==> config.mk <==
export PLATFORM = sky130hd
export DESIGN_NAME = mem_bus_arbiter
export DESIGN_NICKNAME = d
export VERILOG_FILES = /design/src/rtl/mem_bus_arbiter_pkg.sv /design/src/rtl/mem_bus_arbiter_rr_pick3.sv /design/src/rtl/mem_bus_arbiter.sv
export SDC_FILE = /design/constraint.sdc
export NUM_CORES = 1
export LEC_CHECK = 0
export ABC_CLOCK_PERIOD_IN_PS = 7350
export CORE_AREA = 3 3 138 140
export DETAILED_ROUTE_END_ITERATION = 8
export DIE_AREA = 0 0 141 143
export DONT_BUFFER_PORTS = 1
export PLACE_DENSITY_LB_ADDON = 0.15
export SYNTH_ARGS = -nofsm -noshare
export SYNTH_HDL_FRONTEND = slang
export SYNTH_SLANG_ARGS = --single-unit
==> constraint.sdc <==
create_clock -name clk -period 7.35 [get_ports clk]
set_input_delay 1.47 -clock clk [delete_from_list [all_inputs] [get_ports clk]]
set_output_delay 1.47 -clock clk [all_outputs]
set_load 0.05 [all_outputs]
==> src/rtl/mem_bus_arbiter_pkg.sv <==
// mem_bus_arbiter_pkg
// Shared definitions for the memory bus arbiter: FSM state encoding,
// requester indices, the "no owner" marker and the funct3 access-type codes
// carried on mem_type. Also provides a small index-to-one-hot helper.
package mem_bus_arbiter_pkg;

  typedef enum logic [1:0] {
    IDLE  = 2'd0,
    ISSUE = 2'd1,
    WAIT  = 2'd2,
    RESP  = 2'd3
  } arb_state_t;

  localparam logic [1:0] REQ_IF     = 2'd0;
  localparam logic [1:0] REQ_DATA   = 2'd1;
  localparam logic [1:0] REQ_DBG    = 2'd2;
  localparam logic [1:0] OWNER_NONE = 2'd3;

  localparam logic [2:0] LB  = 3'b000;
  localparam logic [2:0] LH  = 3'b001;
  localparam logic [2:0] LW  = 3'b010;
  localparam logic [2:0] LBU = 3'b100;
  localparam logic [2:0] LHU = 3'b101;

  // Index 3 (no owner) maps to an all-zero vector so it can never pulse a
  // requester's gnt or done line.
  function automatic logic [2:0] onehot3(input logic [1:0] idx);
    logic [2:0] vec;
    case (idx)
      2'd0:    vec = 3'b001;
      2'd1:    vec = 3'b010;
      2'd2:    vec = 3'b100;
      default: vec = 3'b000;
    endcase
    return vec;
  endfunction

endpackage

==> src/rtl/mem_bus_arbiter_rr_pick3.sv <==
// rr_pick3
// Combinational round-robin picker for three requesters. The scan starts at
// the requester after the previous winner and wraps around.
// Ports:
//   req   - per-requester request bits
//   last  - index of the previous winner (3 is treated like 2)
//   valid - at least one request is present
//   idx   - index of the chosen requester (meaningful only when valid)
module rr_pick3
  import mem_bus_arbiter_pkg::*;
(
  input  logic [2:0] req,
  input  logic [1:0] last,
  output logic       valid,
  output logic [1:0] idx
);

  // Each arm lists the requesters in priority order for the given last
  // winner; the final fallback is the previous winner itself.
  always_comb begin
    valid = |req;
    idx   = REQ_IF;
    case (last)
      REQ_IF: begin
        if (req[1])      idx = REQ_DATA;
        else if (req[2]) idx = REQ_DBG;
        else             idx = REQ_IF;
      end
      REQ_DATA: begin
        if (req[2])      idx = REQ_DBG;
        else if (req[0]) idx = REQ_IF;
        else             idx = REQ_DATA;
      end
      default: begin
        if (req[0])      idx = REQ_IF;
        else if (req[1]) idx = REQ_DATA;
        else             idx = REQ_DBG;
      end
    endcase
  end

endmodule

==> src/rtl/mem_bus_arbiter.sv <==
// mem_bus_arbiter
// Shares one memory bus between instruction fetch (0), data load/store (1)
// and the debug/monitor port (2). One transaction runs at a time through an
// IDLE -> ISSUE -> WAIT -> RESP sequence, with round-robin arbitration and a
// stall timeout. The winning command is latched in IDLE, so requester inputs
// are ignored for the rest of the transaction.
// Ports:
//   clk, rst                 - clock, asynchronous active-high reset
//   req/req_load/req_store   - per-requester request and command bits
//   req_type/addr/wdata      - per-requester packed funct3, address, store data
//   gnt, done                - one-hot accept / completion pulses
//   rdata, err               - result and error flag, valid with done
//   mem_load..mem_data       - bus toward the memory
//   mem_out, mem_stall       - read data and busy indication from the memory
//   busy, owner              - not-idle flag and current owner (3 when idle)
module mem_bus_arbiter
  import mem_bus_arbiter_pkg::*;
#(
  parameter int NREQ    = 3,
  parameter int TIMEOUT = 255,
  parameter int TW      = 8
) (
  input  logic                 clk,
  input  logic                 rst,
  input  logic [NREQ-1:0]      req,
  input  logic [NREQ-1:0]      req_load,
  input  logic [NREQ-1:0]      req_store,
  input  logic [3*NREQ-1:0]    req_type,
  input  logic [32*NREQ-1:0]   req_addr,
  input  logic [32*NREQ-1:0]   req_wdata,
  output logic [NREQ-1:0]      gnt,
  output logic [NREQ-1:0]      done,
  output logic [31:0]          rdata,
  output logic                 err,
  output logic                 mem_load,
  output logic                 mem_store,
  output logic [2:0]           mem_type,
  output logic [31:0]          mem_addr,
  output logic [31:0]          mem_data,
  input  logic [31:0]          mem_out,
  input  logic                 mem_stall,
  output logic                 busy,
  output logic [1:0]           owner
);

  arb_state_t state, state_next;

  // rr_last is the previous winner for arbitration and, while busy, also the
  // current owner, since it is updated exactly when a transaction starts.
  logic [1:0]  rr_last;
  logic        cmd_load, cmd_store;
  logic [2:0]  cmd_type;
  logic [31:0] cmd_addr, cmd_wdata;
  logic [TW-1:0] cnt;
  logic [TW:0]   cnt_inc;
  logic [31:0] rdata_q;
  logic        err_q;

  logic        pick_valid;
  logic [1:0]  pick_idx;
  logic        sel_load, sel_store;
  logic [2:0]  sel_type;
  logic [31:0] sel_addr, sel_wdata;
  logic        cmd_legal;
  logic        timeout_hit;

  rr_pick3 u_pick (
    .req   (req),
    .last  (rr_last),
    .valid (pick_valid),
    .idx   (pick_idx)
  );

  assign cmd_legal = cmd_load ^ cmd_store;

  // The counter is widened by one bit so the compare cannot wrap when
  // TIMEOUT sits at the top of the TW range.
  assign cnt_inc     = {1'b0, cnt} + {{TW{1'b0}}, 1'b1};
  assign timeout_hit = (TIMEOUT != 0) && (cnt_inc == (TW+1)'(TIMEOUT));

  // Pull the winning requester's command out of the packed input buses.
  always_comb begin
    sel_load  = 1'b0;
    sel_store = 1'b0;
    sel_type  = '0;
    sel_addr  = '0;
    sel_wdata = '0;
    for (int i = 0; i < NREQ; i++) begin
      if (pick_idx == i[1:0]) begin
        sel_load  = req_load[i];
        sel_store = req_store[i];
        sel_type  = req_type[3*i +: 3];
        sel_addr  = req_addr[32*i +: 32];
        sel_wdata = req_wdata[32*i +: 32];
      end
    end
  end

  // State register.
  always_ff @(posedge clk or posedge rst) begin
    if (rst) state <= IDLE;
    else     state <= state_next;
  end

  // Next-state logic. An illegal command skips WAIT entirely; a stalled
  // access leaves WAIT either when the memory finishes or on timeout.
  always_comb begin
    state_next = state;
    case (state)
      IDLE:    if (pick_valid) state_next = ISSUE;
      ISSUE:   state_next = cmd_legal ? WAIT : RESP;
      WAIT:    if (!mem_stall || timeout_hit) state_next = RESP;
      RESP:    state_next = IDLE;
      default: state_next = IDLE;
    endcase
  end

  // Command latch, round-robin pointer, stall counter and response capture.
  always_ff @(posedge clk or posedge rst) begin
    if (rst) begin
      rr_last   <= REQ_DBG;
      cmd_load  <= 1'b0;
      cmd_store <= 1'b0;
      cmd_type  <= '0;
      cmd_addr  <= '0;
      cmd_wdata <= '0;
      cnt       <= '0;
      rdata_q   <= '0;
      err_q     <= 1'b0;
    end else begin
      case (state)
        IDLE: begin
          if (pick_valid) begin
            rr_last   <= pick_idx;
            cmd_load  <= sel_load;
            cmd_store <= sel_store;
            cmd_type  <= sel_type;
            cmd_addr  <= sel_addr;
            cmd_wdata <= sel_wdata;
          end
        end
        ISSUE: begin
          if (!cmd_legal) begin
            rdata_q <= '0;
            err_q   <= 1'b1;
          end
        end
        WAIT: begin
          if (!mem_stall) begin
            rdata_q <= cmd_load ? mem_out : 32'h0;
            err_q   <= 1'b0;
          end else begin
            cnt <= cnt_inc[TW-1:0];
            if (timeout_hit) begin
              rdata_q <= '0;
              err_q   <= 1'b1;
            end
          end
        end
        RESP: cnt <= '0;
        default: ;
      endcase
    end
  end

  // Outputs decoded from registered state. The bus is driven only while the
  // access is outstanding, and the strobes are suppressed for an illegal
  // command so the memory never sees both or a stray one.
  always_comb begin
    gnt       = '0;
    done      = '0;
    rdata     = '0;
    err       = 1'b0;
    mem_load  = 1'b0;
    mem_store = 1'b0;
    mem_type  = '0;
    mem_addr  = '0;
    mem_data  = '0;
    busy      = (state != IDLE);
    owner     = OWNER_NONE;
    case (state)
      ISSUE, WAIT: begin
        owner     = rr_last;
        mem_load  = cmd_legal & cmd_load;
        mem_store = cmd_legal & cmd_store;
        mem_type  = cmd_type;
        mem_addr  = cmd_addr;
        mem_data  = cmd_wdata;
        if (state == ISSUE) gnt = onehot3(rr_last);
      end
      RESP: begin
        owner = rr_last;
        done  = onehot3(rr_last);
        rdata = rdata_q;
        err   = err_q;
      end
      default: ;
    endcase
  end

endmodule
Word-level counts from Yosys, hierarchy flattened
Cells that the tools add are included.
Widths: inputs -> output; s select.
{"block": "word_totals", "out_inout_bits": 111, "input_bits": 245, "ff_bits": 114}
{"block": "classes", "n_reduce_logical": 15, "eq_ne": 13, "n_addsub": 1, "bitwise_logic": 3, "mux": 49}
{"operator": "$mux 32", "n": 13}
{"operator": "$pmux 32 s2", "n": 1}
{"operator": "$mux 3", "n": 7}
{"operator": "$mux 2", "n": 8}
{"operator": "$pmux 8 s2", "n": 1}
{"operator": "$mux 1", "n": 14}
{"operator": "$add 8x1->9 const B", "n": 1}
{"operator": "$eq 9x8->1 const B", "n": 1}
{"operator": "$pmux 3 s3", "n": 1}
{"operator": "$eq 2x2->1 const B", "n": 4}
{"operator": "$mux 8", "n": 1}
{"operator": "$ne 2x2->1 const B", "n": 4}
{"operator": "$pmux 2 s4", "n": 1}
{"operator": "$eq 2x1->1 const B", "n": 3}
{"operator": "$logic_not 2->1", "n": 3}
{"operator": "$reduce_and 2->1", "n": 3}
{"operator": "$reduce_bool 2->1", "n": 3}
{"operator": "$reduce_or 3->1", "n": 2}
{"operator": "$pmux 2 s2", "n": 1}
{"operator": "$ne 3x3->1 const B", "n": 1}
{"operator": "$reduce_and 3->1", "n": 1}
{"operator": "$and 1x1->1", "n": 2}
{"operator": "$pmux 1 s2", "n": 1}
{"operator": "$reduce_or 2->1", "n": 1}
{"operator": "other kinds (3)", "n": 3}

Logic depth before layout (Yosys ltp)
{"block": "depth", "word_depth": 7, "ltp_mapped": 9}

Cells and area by module
A second synthesis with hierarchy kept.
{"block": "unflattened", "cells_unflattened": 765, "area_unflattened_um2": 6715.2}
{"module": "mem_bus_arbiter", "area_each_um2": 6658.9, "n_inst": 1, "cells_each": 755, "seq_area_each_um2": 2854.0}
{"module": "rr_pick3", "area_each_um2": 56.3, "n_inst": 1, "cells_each": 10, "seq_area_each_um2": 0.0}

Worst setup path before layout
Ideal clock, no wire load.
{"block": "synth_path", "kind": "register to output", "startpoint": "register state[0]", "endpoint": "output done[1]", "path_stages_with_launch": 5, "setup_slack_ps": 3677, "path_buffers": 1, "t_arrival_ps": 2203, "path_cell_list": "dfrtp_1 ha_1 clkbuf_1 clkinv_1 nor3b_1"}
{"block": "synth_via", "elab_chain_len": 2}
{"element": "start, declared", "line_no": "mem_bus_arbiter.sv:46", "rtl": "arb_state_t state, state_next;"}
{"element": "start signal, assigned", "line_no": "mem_bus_arbiter.sv:102", "rtl": "else state <= state_next;"}
{"element": "$eq 2x2->1", "line_no": "mem_bus_arbiter.sv:181", "rtl": "case (state)"}
{"element": "$mux 3", "line_no": "mem_bus_arbiter.sv:181"}
{"element": "end, declared", "line_no": "mem_bus_arbiter.sv:32", "rtl": "output logic [NREQ-1:0] done,"}
Every way passes these cells.

Final worst setup path
{"block": "layout_path", "startpoint": "register state[1]", "endpoint": "output done[1]"}
The elaborated chain is that of the path after synthesis.

==> results by group <==
Synth
  • Synth unique cells: 57
  • Area share of fa/ha/maj cells after synthesis: ~1.4%
  • Simple-gate share of the synthesized area: approximately a fifth
  • Post-synth EDFFs: 0
  • Cell Area, Synth: approximately 6900 µm²
  • Avg Cell Area, Syn: around 9.4 µm²
  • Most used DFF post-synth: dfrtp_1
  • Ys async rst share: between 90% and 100%
  • Largest family of logic cells by synthesized area: simple AND/OR/NAND/NOR gates
  • Multiplexer share of the synthesized area: slightly below 8%
  • Post-Synthesis Cells: between 700 and 800
  • Post-synthesis xor/xnor area fraction: 0.253%
  • Post-synthesis compound-gate area fraction: 20.5%
  • Number of synthesis warnings: 0
  • #FFs+latches synth: between 100 and 150
  • Seq/Total Area, Yosys: approximately two fifths
  • Syn nets: 990

Clock tree
  • # resized after CTS: 0
  • Clock H-tree levels: 4
  • Clk_lat worst skew: between 400 and 500 ps
  • # hold bufs at CTS: 0
  • Setup Buffers After CTS: 0
  • Root buffer cell: clkbuf_16
  • CTS tree: built
  • Sink Count: 114
  • Clock Pin Slew Worst Setup and Hold Paths: around 60 ps
  • Clock buffer depth: 2
  • CTS buffer count: 17

Finish
  • Finished Core Util: 41.8%
  • Layout cell share with drive strength beyond 1: 10.1%
  • Diodes inserted: 0
  • Most common cell after layout, fill and taps aside: dfrtp_1
  • Most frequent cells in the layout: dfrtp_1 (113), and2_1 (102), nand2_1 (81), nand3_1 (56)
  • P&R area growth vs syn: 8.52%
  • Nets: 950

Floorplanning
  • Die Span Y: between 100 and 150 µm
  • Cell Rows: 49
  • Initial Utilization: roughly two fifths
  • Core area: about 18000 µm²
  • I/O pin count: between 300 and 400
  • Chip width: approximately 140 µm
  • Die area: about 20000 µm²

Outcome
  • Outcome: finished, final reports clean

Critical path
  • Critical path arrival: between 3000 and 4000 ps
  • Worst setup SP type: register
  • Worst Setup Path Type: reg2out
  • Worst-path maximum fanout: 37
  • Critical Path RT: 5880 ps
  • Setup crit end kind: output pin

STA
  • Slew HR: 17.9%
  • Final setup violation count: 0
  • Period utilization: around 62%
  • Fmax: about 220 MHz
  • Sum Neg Setup Slack: 0 ps
  • Slew Viols, Final: 0
  • Measured slew at the worst slew-check pin: between 1000 and 1500 ps
  • Final Hold Vio Count: 0
  • Unrepaired setup endpoints after global routing: no
  • Hold_ws: approximately 480 ps
  • Clk_skew: ~8.3 ps
  • Tmin final: around 4600 ps

Detailed routing
  • Met3 wire length: around 1.6 mm
  • Number of DRC markers in iteration 0: around 300
  • DR WL met2: between 10 and 15 mm
  • Top Layer Used: met4
  • Avg WL per Cell: about 23 µm
  • Drt via density: 5.94
  • Post-detailed-route DRC marker count: 0
  • Vias: approximately 5600
  • Final wirelength: about 22 mm
  • Routed Antenna Nets: 0
  • First-pass DRT Iterations: 5
  • M1 WL: around 8.7 mm

Job
  • Max-cap check violation count: 0

GRT
  • First-pass GRT wire length: between 30 and 40 mm
  • Pin count of the biggest net entering global routing: 74
  • Vias in the first global route: roughly 5700
  • Grt ovf: 0
  • Tot GR Track Use: 21.0%
  • Initial antenna violation count: 0

Place
  • GP Congestion: between 0.8 and 0.9
  • Number of I/O port buffers: 0
  • Detailed placement HPWL: between 15 and 20 mm

Worst hold path
  • Class of the worst hold path: reg2reg

Power and ir drop
  • Pwr per Cell Area: approximately 570 nW/µm²
  • VDD IR max: roughly 0.26 mV
  • Leakage power: ~0.0032 µW
==> sequential cells by signal (all words and copies together) (netlist names) <==
name       count
rdata_q       32
rr_last        2
cmd_wdata     32
err_q          1
cmd_addr      32
cmd_type       3
cmd_load       1
cmd_store      1
state          2
cnt            8
==> layout make-up <==
cell class                      instances  area, µm²
Clock buffer                           18        439
Clock inverter                         14        155
Fill cell                            1757      10500
Inverter                               27        104
Multi-Input combinational cell        528       3600
Sequential cell                       114       2850
Tap cell                              229        287
Timing Repair Buffer                    9       67.6
==> cells by family (layout without fill, tap and decap cells) <==
logic type,count (synthesis),count (layout)
AO/OA/AOI/OAI,186,186
XOR/XNOR,2,2
adder cells (fa/ha/maj),8,8
buffers and inverters,95,68
flip-flops,114,114
multiplexers,54,54
AND/OR/NAND/NOR,278,278
==> cells in the mapped netlist, types with 3 or more instances <==
master      n  area (µm²)
o21ai_1    18        90.1
buf_4       4        30.0
o211ai_1   53         398
nand3_1    56         280
o21ai_0    20         100
ha_1        8         100
buf_1       6        22.5
mux2i_1    53         531
nor3b_1     3        22.5
buf_6       4        45.0
buf_8       4        60.1
and3_1      4        25.0
nor3_1      5        25.0
inv_1      26        97.6
and2_1    102         638
clkbuf_1   26        97.6
a211oi_1   22         165
nor2_1      8        30.0
buf_2      22         110
a21oi_1     5        25.0
nand2_1    82         308
a22o_1     33         289
nand4_1     3        18.8
o31ai_1     3        22.5
nand2b_1    3        18.8
dfrtp_1   113        2830
a211oi_2   10         125
==> through the flow <==
step           instance area [µm²]  worst slack (ps)  total power, µW  std cells
5_1_grt                       7500              2490             4530        939
4_1_cts                       7500              2590             4330        939
3_5_place_dp                  6910              3040             3490        907
2_1_floorplan                 6910              2870             3150        737
3_3_place_gp                  6910              3230             3440        907
6_report                      7500              2780             4280        939
==> worst max-delay path, stage by stage, from the launching register on <==
cell and delay (ps):
dfrtp_1 410, ha_1 850, clkinv_1 570, nor3b_2 850
==> where the power goes <==
group	internal [µW]	switching, µW	total (µW)	leakage [µW]
clock	512	317	829	0.000287
combinational	536	1890	2430	0.00143
sequential	877	148	1020	0.00146
==> worst paths after layout <==
| path | end | slack, ps | startpoint | depth (start not counted) |
|---|---|---|---|---|
| setup / recovery | done[1] | 2780 | state[1]$_DFFE_PP0P_ | 3 |
| hold / removal | cmd_addr[25]$_DFFE_PP0P_ | 480 | cmd_addr[25]$_DFFE_PP0P_ | 2 |
| setup reg to reg | rdata_q[14]$_DFFE_PP0P_ | 4270 | state[0]$_DFFE_PP0P_ | 6 |
| hold reg to reg | cmd_addr[25]$_DFFE_PP0P_ | 480 | cmd_addr[25]$_DFFE_PP0P_ | 2 |
| max in group asynchronous | rdata_q[30]$_DFFE_PP0P_ | 5050 | rst | 2 |
| min in group asynchronous | rdata_q[28]$_DFFE_PP0P_ | 1100 | rst | 1 |
==> per-layer routing <==
layer / vias up / global-route usage, %
li1: 2547 / -
met1: 2698 / 26.0
met2: 304 / 35.0
met3: 33 / 5.69
met4: 0 / 8.62
met5: - / 0
Note: power is estimated with default switching activity, not from simulation.
